## config.mk

```make
export PLATFORM = sky130hd
export DESIGN_NAME = adc_fifo_writer
export DESIGN_NICKNAME = d
export VERILOG_FILES = /design/src/rtl/adc_fifo_writer.sv
export SDC_FILE = /design/constraint.sdc
export NUM_CORES = 1
export LEC_CHECK = 0
export BUFFER_PORTS_ARGS = -buffer_cell sky130_fd_sc_hd__buf_4
export CORE_UTILIZATION = 52
export CTS_CLUSTER_DIAMETER = 50
export DETAILED_ROUTE_END_ITERATION = 10
export PLACE_DENSITY_LB_ADDON = 0.1
export SLEW_MARGIN = 20
export SYNTH_ARGS = -nofsm -noshare
export SYNTH_HDL_FRONTEND = slang
export SYNTH_SLANG_ARGS = --single-unit
```

## constraint.sdc

```tcl
create_clock -name clk_adc -period 3.3 [get_ports clk_adc]
set_clock_uncertainty 0.15 [all_clocks]
set_input_delay 0.165 -clock clk_adc [delete_from_list [all_inputs] [get_ports clk_adc]]
set_output_delay 0.165 -clock clk_adc [all_outputs]
set_load 0.005 [all_outputs]
```

## src/rtl/adc_fifo_writer.sv

```systemverilog
// adc_fifo_writer: producer end of the ADC sample FIFO.
// Captures 12-bit ADC samples after arm/trigger, packs them into 24-bit
// words (two full-resolution or three 8-bit samples per word) and drives
// the FIFO write port, plus sticky error status, write counters and
// streaming segment markers.
// Optional build macro: ADC_FIFO_WRITER_DOWNSAMPLE_EN adds the 16-bit
// 'downsample' input (keep one sample every N clocks).
module adc_fifo_writer #(
  parameter int pSAMPLE_CNT_W = 32
) (
  input  logic                     clk_adc,
  input  logic                     reset_n,
  input  logic [11:0]              adc_data,
  input  logic                     arm,
  input  logic                     trigger,
  input  logic [pSAMPLE_CNT_W-1:0] max_samples,
  input  logic                     low_res,
  input  logic                     low_res_lsb,
  input  logic [31:0]              stream_segment_threshold,
  input  logic                     clear_fifo_errors,
  input  logic                     fifo_full,
  output logic                     fifo_wr_en,
  output logic [23:0]              fifo_wr_data,
  output logic [7:0]               fifo_error_stat,
  output logic                     capture_done,
  output logic                     segment_done,
  output logic                     busy,
  output logic [31:0]              fifo_write_count,
  output logic [31:0]              fifo_write_count_error_freeze
`ifdef ADC_FIFO_WRITER_DOWNSAMPLE_EN
  ,
  input  logic [15:0]              downsample
`endif
);

  localparam logic [1:0] ST_IDLE    = 2'd0;
  localparam logic [1:0] ST_ARMED   = 2'd1;
  localparam logic [1:0] ST_CAPTURE = 2'd2;
  localparam logic [1:0] ST_FLUSH   = 2'd3;

  logic [1:0]               state;
  logic                     arm_q;
  logic                     trigger_q;
  logic                     arm_rise;
  logic                     trigger_rise;
  logic                     low_res_q;
  logic                     low_res_lsb_q;
  logic [1:0]               slot;
  logic [1:0]               slot_next;
  logic [23:0]              acc;
  logic [23:0]              acc_next;
  logic                     word_full;
  logic [7:0]               sample8;
  logic [pSAMPLE_CNT_W-1:0] sample_cnt;
  logic [pSAMPLE_CNT_W-1:0] sample_cnt_next;
  logic                     cap_reached;
  logic                     streaming;
  logic [31:0]              seg_cnt;
  logic [31:0]              seg_next;
  logic                     seg_hit;
  logic                     wr_pending;
  logic                     wr_ok;
  logic                     wr_drop;
  logic [7:0]               new_err;
  logic                     keep;

  assign arm_rise        = arm & ~arm_q;
  assign trigger_rise    = trigger & ~trigger_q;
  assign busy            = (state != ST_IDLE);
  assign fifo_wr_en      = wr_pending & ~fifo_full;
  assign wr_ok           = wr_pending & ~fifo_full;
  assign wr_drop         = wr_pending & fifo_full;
  assign streaming       = (max_samples == '0);
  assign sample_cnt_next = sample_cnt + 1'b1;
  assign cap_reached     = !streaming && (sample_cnt_next == max_samples);
  assign seg_next        = seg_cnt + 32'd1;
  assign seg_hit         = streaming && (stream_segment_threshold != 32'd0) &&
                           (seg_next == stream_segment_threshold);
  assign new_err         = {5'b0, arm_rise & busy,
                            trigger_rise & (state != ST_ARMED), wr_drop};

`ifdef ADC_FIFO_WRITER_DOWNSAMPLE_EN
  logic [15:0] ds_cnt;
  logic [15:0] ds_next;

  // Downsample phase: keep the sample whenever the phase counter is zero
  always_comb begin
    ds_next = 16'd0;
    if (downsample > 16'd1 && ds_cnt != downsample - 16'd1) begin
      ds_next = ds_cnt + 16'd1;
    end
  end

  assign keep = (ds_cnt == 16'd0);

  // Phase counter restarts on trigger so the first post-trigger sample is kept
  always_ff @(posedge clk_adc) begin
    if (!reset_n) begin
      ds_cnt <= 16'd0;
    end else if (state == ST_ARMED) begin
      ds_cnt <= 16'd0;
    end else if (state == ST_CAPTURE) begin
      ds_cnt <= ds_next;
    end
  end
`else
  assign keep = 1'b1;
`endif

  // Place the incoming sample into the next free slot of the word being built
  always_comb begin
    sample8   = low_res_lsb_q ? adc_data[7:0] : adc_data[11:4];
    acc_next  = acc;
    slot_next = slot;
    word_full = 1'b0;
    if (low_res_q) begin
      case (slot)
        2'd0: begin
          acc_next  = {sample8, 16'h0000};
          slot_next = 2'd1;
        end
        2'd1: begin
          acc_next  = {acc[23:16], sample8, 8'h00};
          slot_next = 2'd2;
        end
        default: begin
          acc_next  = {acc[23:8], sample8};
          slot_next = 2'd0;
          word_full = 1'b1;
        end
      endcase
    end else if (slot == 2'd0) begin
      acc_next  = {adc_data, 12'h000};
      slot_next = 2'd1;
    end else begin
      acc_next  = {acc[23:12], adc_data};
      slot_next = 2'd0;
      word_full = 1'b1;
    end
  end

  // Registered copies of arm/trigger for rising-edge detection
  always_ff @(posedge clk_adc) begin
    if (!reset_n) begin
      arm_q     <= 1'b0;
      trigger_q <= 1'b0;
    end else begin
      arm_q     <= arm;
      trigger_q <= trigger;
    end
  end

  // Capture FSM: packing, write strobes, done and segment pulses
  always_ff @(posedge clk_adc) begin
    if (!reset_n) begin
      state         <= ST_IDLE;
      low_res_q     <= 1'b0;
      low_res_lsb_q <= 1'b0;
      slot          <= 2'd0;
      acc           <= 24'h0;
      sample_cnt    <= '0;
      seg_cnt       <= 32'd0;
      wr_pending    <= 1'b0;
      fifo_wr_data  <= 24'h0;
      capture_done  <= 1'b0;
      segment_done  <= 1'b0;
    end else begin
      wr_pending   <= 1'b0;
      capture_done <= 1'b0;
      segment_done <= 1'b0;
      case (state)
        ST_IDLE: begin
          if (arm_rise) begin
            state      <= ST_ARMED;
            slot       <= 2'd0;
            acc        <= 24'h0;
            sample_cnt <= '0;
            seg_cnt    <= 32'd0;
          end
        end
        ST_ARMED: begin
          if (!arm) begin
            state <= ST_IDLE;
          end else if (trigger_rise) begin
            state         <= ST_CAPTURE;
            low_res_q     <= low_res;
            low_res_lsb_q <= low_res_lsb;
            slot          <= 2'd0;
            sample_cnt    <= '0;
            seg_cnt       <= 32'd0;
          end
        end
        ST_CAPTURE: begin
          if (!arm) begin
            state <= ST_FLUSH;
            if (slot != 2'd0) begin
              wr_pending   <= 1'b1;
              fifo_wr_data <= acc;
            end
          end else if (keep) begin
            acc        <= acc_next;
            slot       <= slot_next;
            sample_cnt <= sample_cnt_next;
            if (word_full || (cap_reached && slot_next != 2'd0)) begin
              wr_pending   <= 1'b1;
              fifo_wr_data <= acc_next;
            end
            if (cap_reached) begin
              state <= ST_FLUSH;
            end
            if (streaming && stream_segment_threshold != 32'd0) begin
              if (seg_hit) begin
                seg_cnt      <= 32'd0;
                segment_done <= 1'b1;
              end else begin
                seg_cnt <= seg_next;
              end
            end
          end
        end
        default: begin
          state        <= ST_IDLE;
          slot         <= 2'd0;
          capture_done <= 1'b1;
        end
      endcase
    end
  end

  // Write counter: cleared by a fresh arm, bumped after each accepted write
  always_ff @(posedge clk_adc) begin
    if (!reset_n) begin
      fifo_write_count <= 32'd0;
    end else if (state == ST_IDLE && arm_rise) begin
      fifo_write_count <= 32'd0;
    end else if (wr_ok) begin
      fifo_write_count <= fifo_write_count + 32'd1;
    end
  end

  // Sticky errors and freeze snapshot; a new error beats a same-cycle clear
  always_ff @(posedge clk_adc) begin
    if (!reset_n) begin
      fifo_error_stat               <= 8'h00;
      fifo_write_count_error_freeze <= 32'd0;
    end else begin
      if (clear_fifo_errors) begin
        fifo_error_stat <= new_err;
      end else begin
        fifo_error_stat <= fifo_error_stat | new_err;
      end
      if (new_err != 8'h00 && (fifo_error_stat == 8'h00 || clear_fifo_errors)) begin
        fifo_write_count_error_freeze <= fifo_write_count;
      end else if (clear_fifo_errors) begin
        fifo_write_count_error_freeze <= 32'd0;
      end
    end
  end

endmodule

```

==> reports/results.tsv <==
metric	value	unit
layout cells sized above 1	0.197	
Slew @ Worst Pin	0.784	ns
CP endpoint kind	flop	
Clk pwr share	0.427	
P&R area growth vs syn	22.9	%
Worst EP required	3.48	ns
via count	11286	
Initial Utilization	0.532	
max-cap check violation count	0	
outcome	completed	
crit path time final	3.17	ns
antenna violations before repair	0	
CP Class	reg -> reg	
number of port buffers	178	
Yosys warnings	0	
RSZ-0062 raised after global routing	no	
EDFF count, synth	0	
critical path's slowest cell	a2111o_1	
synthesized area per cell	7.58	um^2
average wire per standard cell	16.4	um
htree depth	4	
Die Y	149	um
maximum VDD drop	335	uV
most frequent cells in the layout	buf_4 (252), dfxtp_1 (185), nor2_1 (181)	
IO Count	184	
sw power	1340	uW
Die Wd	149	um
maximum clock rate	315	MHz
GRT Util Overall	0.288	
post-DP HPWL	22800	um
1st-iter DRT viols	765	
Core Region	21100	um^2
largest net degree at the start of global routing	65	
Logic pwr share	0.097	
Num CTS Buffers	17	
Worst slew margin	0.477	
First-pass DRT Iterations	5	
Final Routed Wirelength	31700	um
Yosys reg bits	190	
routability-driven placement congestion ratio	0.975	
clk root buf	clkbuf_16	
# DRC	0	
Die ar.	22200	um^2
GR Overflow Total	0	
Yosys cell types	74	
Design Power	4840	uW
vias in the first global route	10343	
commonest non-fill, non-tap cell in the layout	buf_4	
sw frac	0.276	
CP Cell Sequence	ha_1 -> buf_4 -> nand3_1 -> or3_1 -> a2111o_1 -> a2111oi_2 -> and4_4 -> a21oi_4 -> buf_12 -> and3_1 -> a221o_1	
endpoints failing hold	0	
Fillers	1885	
CTS tree	done	
Row Count	53	
Hold Crit Class	in -> reg	
power per cell area	351	nW/um^2
CP Launch Type	flop	
register area share after synthesis	0.339	
final instance area	13800	um^2
ys flop type	dfxtp_1	
first-pass GRT wire length	51800	um
clock sink total	190	
Worst-Skew Late Latency	0.44	ns
data arrival time of the worst path	3.35	ns
largest fanout on the critical path	17	
P_int	3500	uW
CP max stage delay	0.46	ns
Cells after Synth	1480	
placed instance area	13000	um^2
period utilization	0.961	
Cell Area, Synth	11200	um^2
drt via density	5.83	
Flop pwr share	0.477	
setup TNS	0	ns
final setup fails	0	
post-route antenna net violation count	0	
nets	1734	
max-slew violation count	0	
Leak Pwr	0.00535	uW
CTS Buffer Depth	2	
Clock transition at path regs	0.08	ns
FFs w/ async S/R, synth	0	
## through the flow
stage          std cells  utilization  hold WS, ns  setup slack (ns)
3_5_place_dp        1893        0.617        0.234            0.0284
4_1_cts             1930        0.648      0.00420            0.0244
2_1_floorplan       1484            -        0.137             0.268
5_1_grt             1934        0.654       0.0319          0.000168
3_3_place_gp        1893        0.617        0.232            0.0906
6_report            1935        0.654       0.0121             0.129
## what timing repair did
item | in CTS | in global routing
gates resized for setup | 0 | 18
endpoints found under the setup margin | 0 | 48
endpoints found under the hold margin | 5 | 0
hold buffers | 6 | 0
buffers inserted | 0 | 3
## cell type report
cell class,instances,area (um^2),area share
tap,275,344,0.0250
multi-input combinational,1155,6930,0.502
clock buffer,17,425,0.0309
antenna,1,2.50,0.000181
clock inverter,14,165,0.0120
sequential,190,3810,0.276
timing repair buffer,262,2040,0.148
inverter,21,78.8,0.00572
## Yosys cell counts (21+ instances only)
cell type,count,share of area
nor2_1,181,0.061
xor2_1,52,0.041
a22oi_1,21,0.014
nor4_1,40,0.022
nor3b_1,39,0.026
a21oi_1,104,0.046
nor3_1,35,0.016
and3_1,22,0.012
nand2_1,163,0.055
nand3_1,72,0.032
clkbuf_1,84,0.028
mux2i_1,27,0.024
o21ai_0,71,0.032
nand4_1,45,0.025
xnor2_1,61,0.048
dfxtp_1,190,0.34
## flip-flops by register name (all words and copies together) (netlist names), 2 cells and up
name / count
fifo_write_count: 32
fifo_write_count_error_freeze: 32
sample_cnt: 32
seg_cnt: 32
acc: 24
fifo_wr_data: 24
fifo_error_stat: 3
slot: 2
state: 2
## power groups by stage
stage	combinational (uW)	sequential (uW)	clock, uW
global route	510	2310	2190
detailed placement	455	2360	0
global placement	451	2360	0
CTS	462	2310	2100
floorplan	261	2360	0
finish	467	2310	2060
## per-layer routing
metal  global-route usage  share of wire
met4                0.100          0.023
met3               0.0416          0.056
met2                0.483           0.47
met5                    0              0
met1                0.376           0.45
## critical path: cells and delay by family (launching register included)
family / cells / cell delay, ns
flip-flops: 1 / 0.42
AO/OA/AOI/OAI: 4 / 1.08
AND/OR/NAND/NOR: 4 / 0.89
buffers and inverters: 2 / 0.31
adder cells (fa/ha/maj): 1 / 0.22
## worst paths after layout
check                   start                to  slack [ns]  cells past startpoint
min               adc_data[3]           acc[19]        0.01                      5
min reg2reg  fifo_wr_data[17]  fifo_wr_data[17]        0.31                      2
max reg2reg        seg_cnt[0]       seg_cnt[10]        0.13                     11
max                seg_cnt[0]       seg_cnt[10]        0.13                     11
## logic make-up (layout without fill, tap and decap cells)
group / count (synthesis) / in the layout / share of synthesized area
muxes: 30 / 30 / 0.0271
AOI/OAI and AO/OA: 295 / 295 / 0.165
adders and majority gates: 3 / 3 / 0.00335
xor gates and xnor gates: 113 / 113 / 0.0882
other: 1 / 6 / 0.000334
buffers and inverters: 139 / 314 / 0.0527
and+or+nand+nor: 709 / 709 / 0.325
DFF: 190 / 190 / 0.339
No activity file was read; power rests on OpenSTA's default activity.
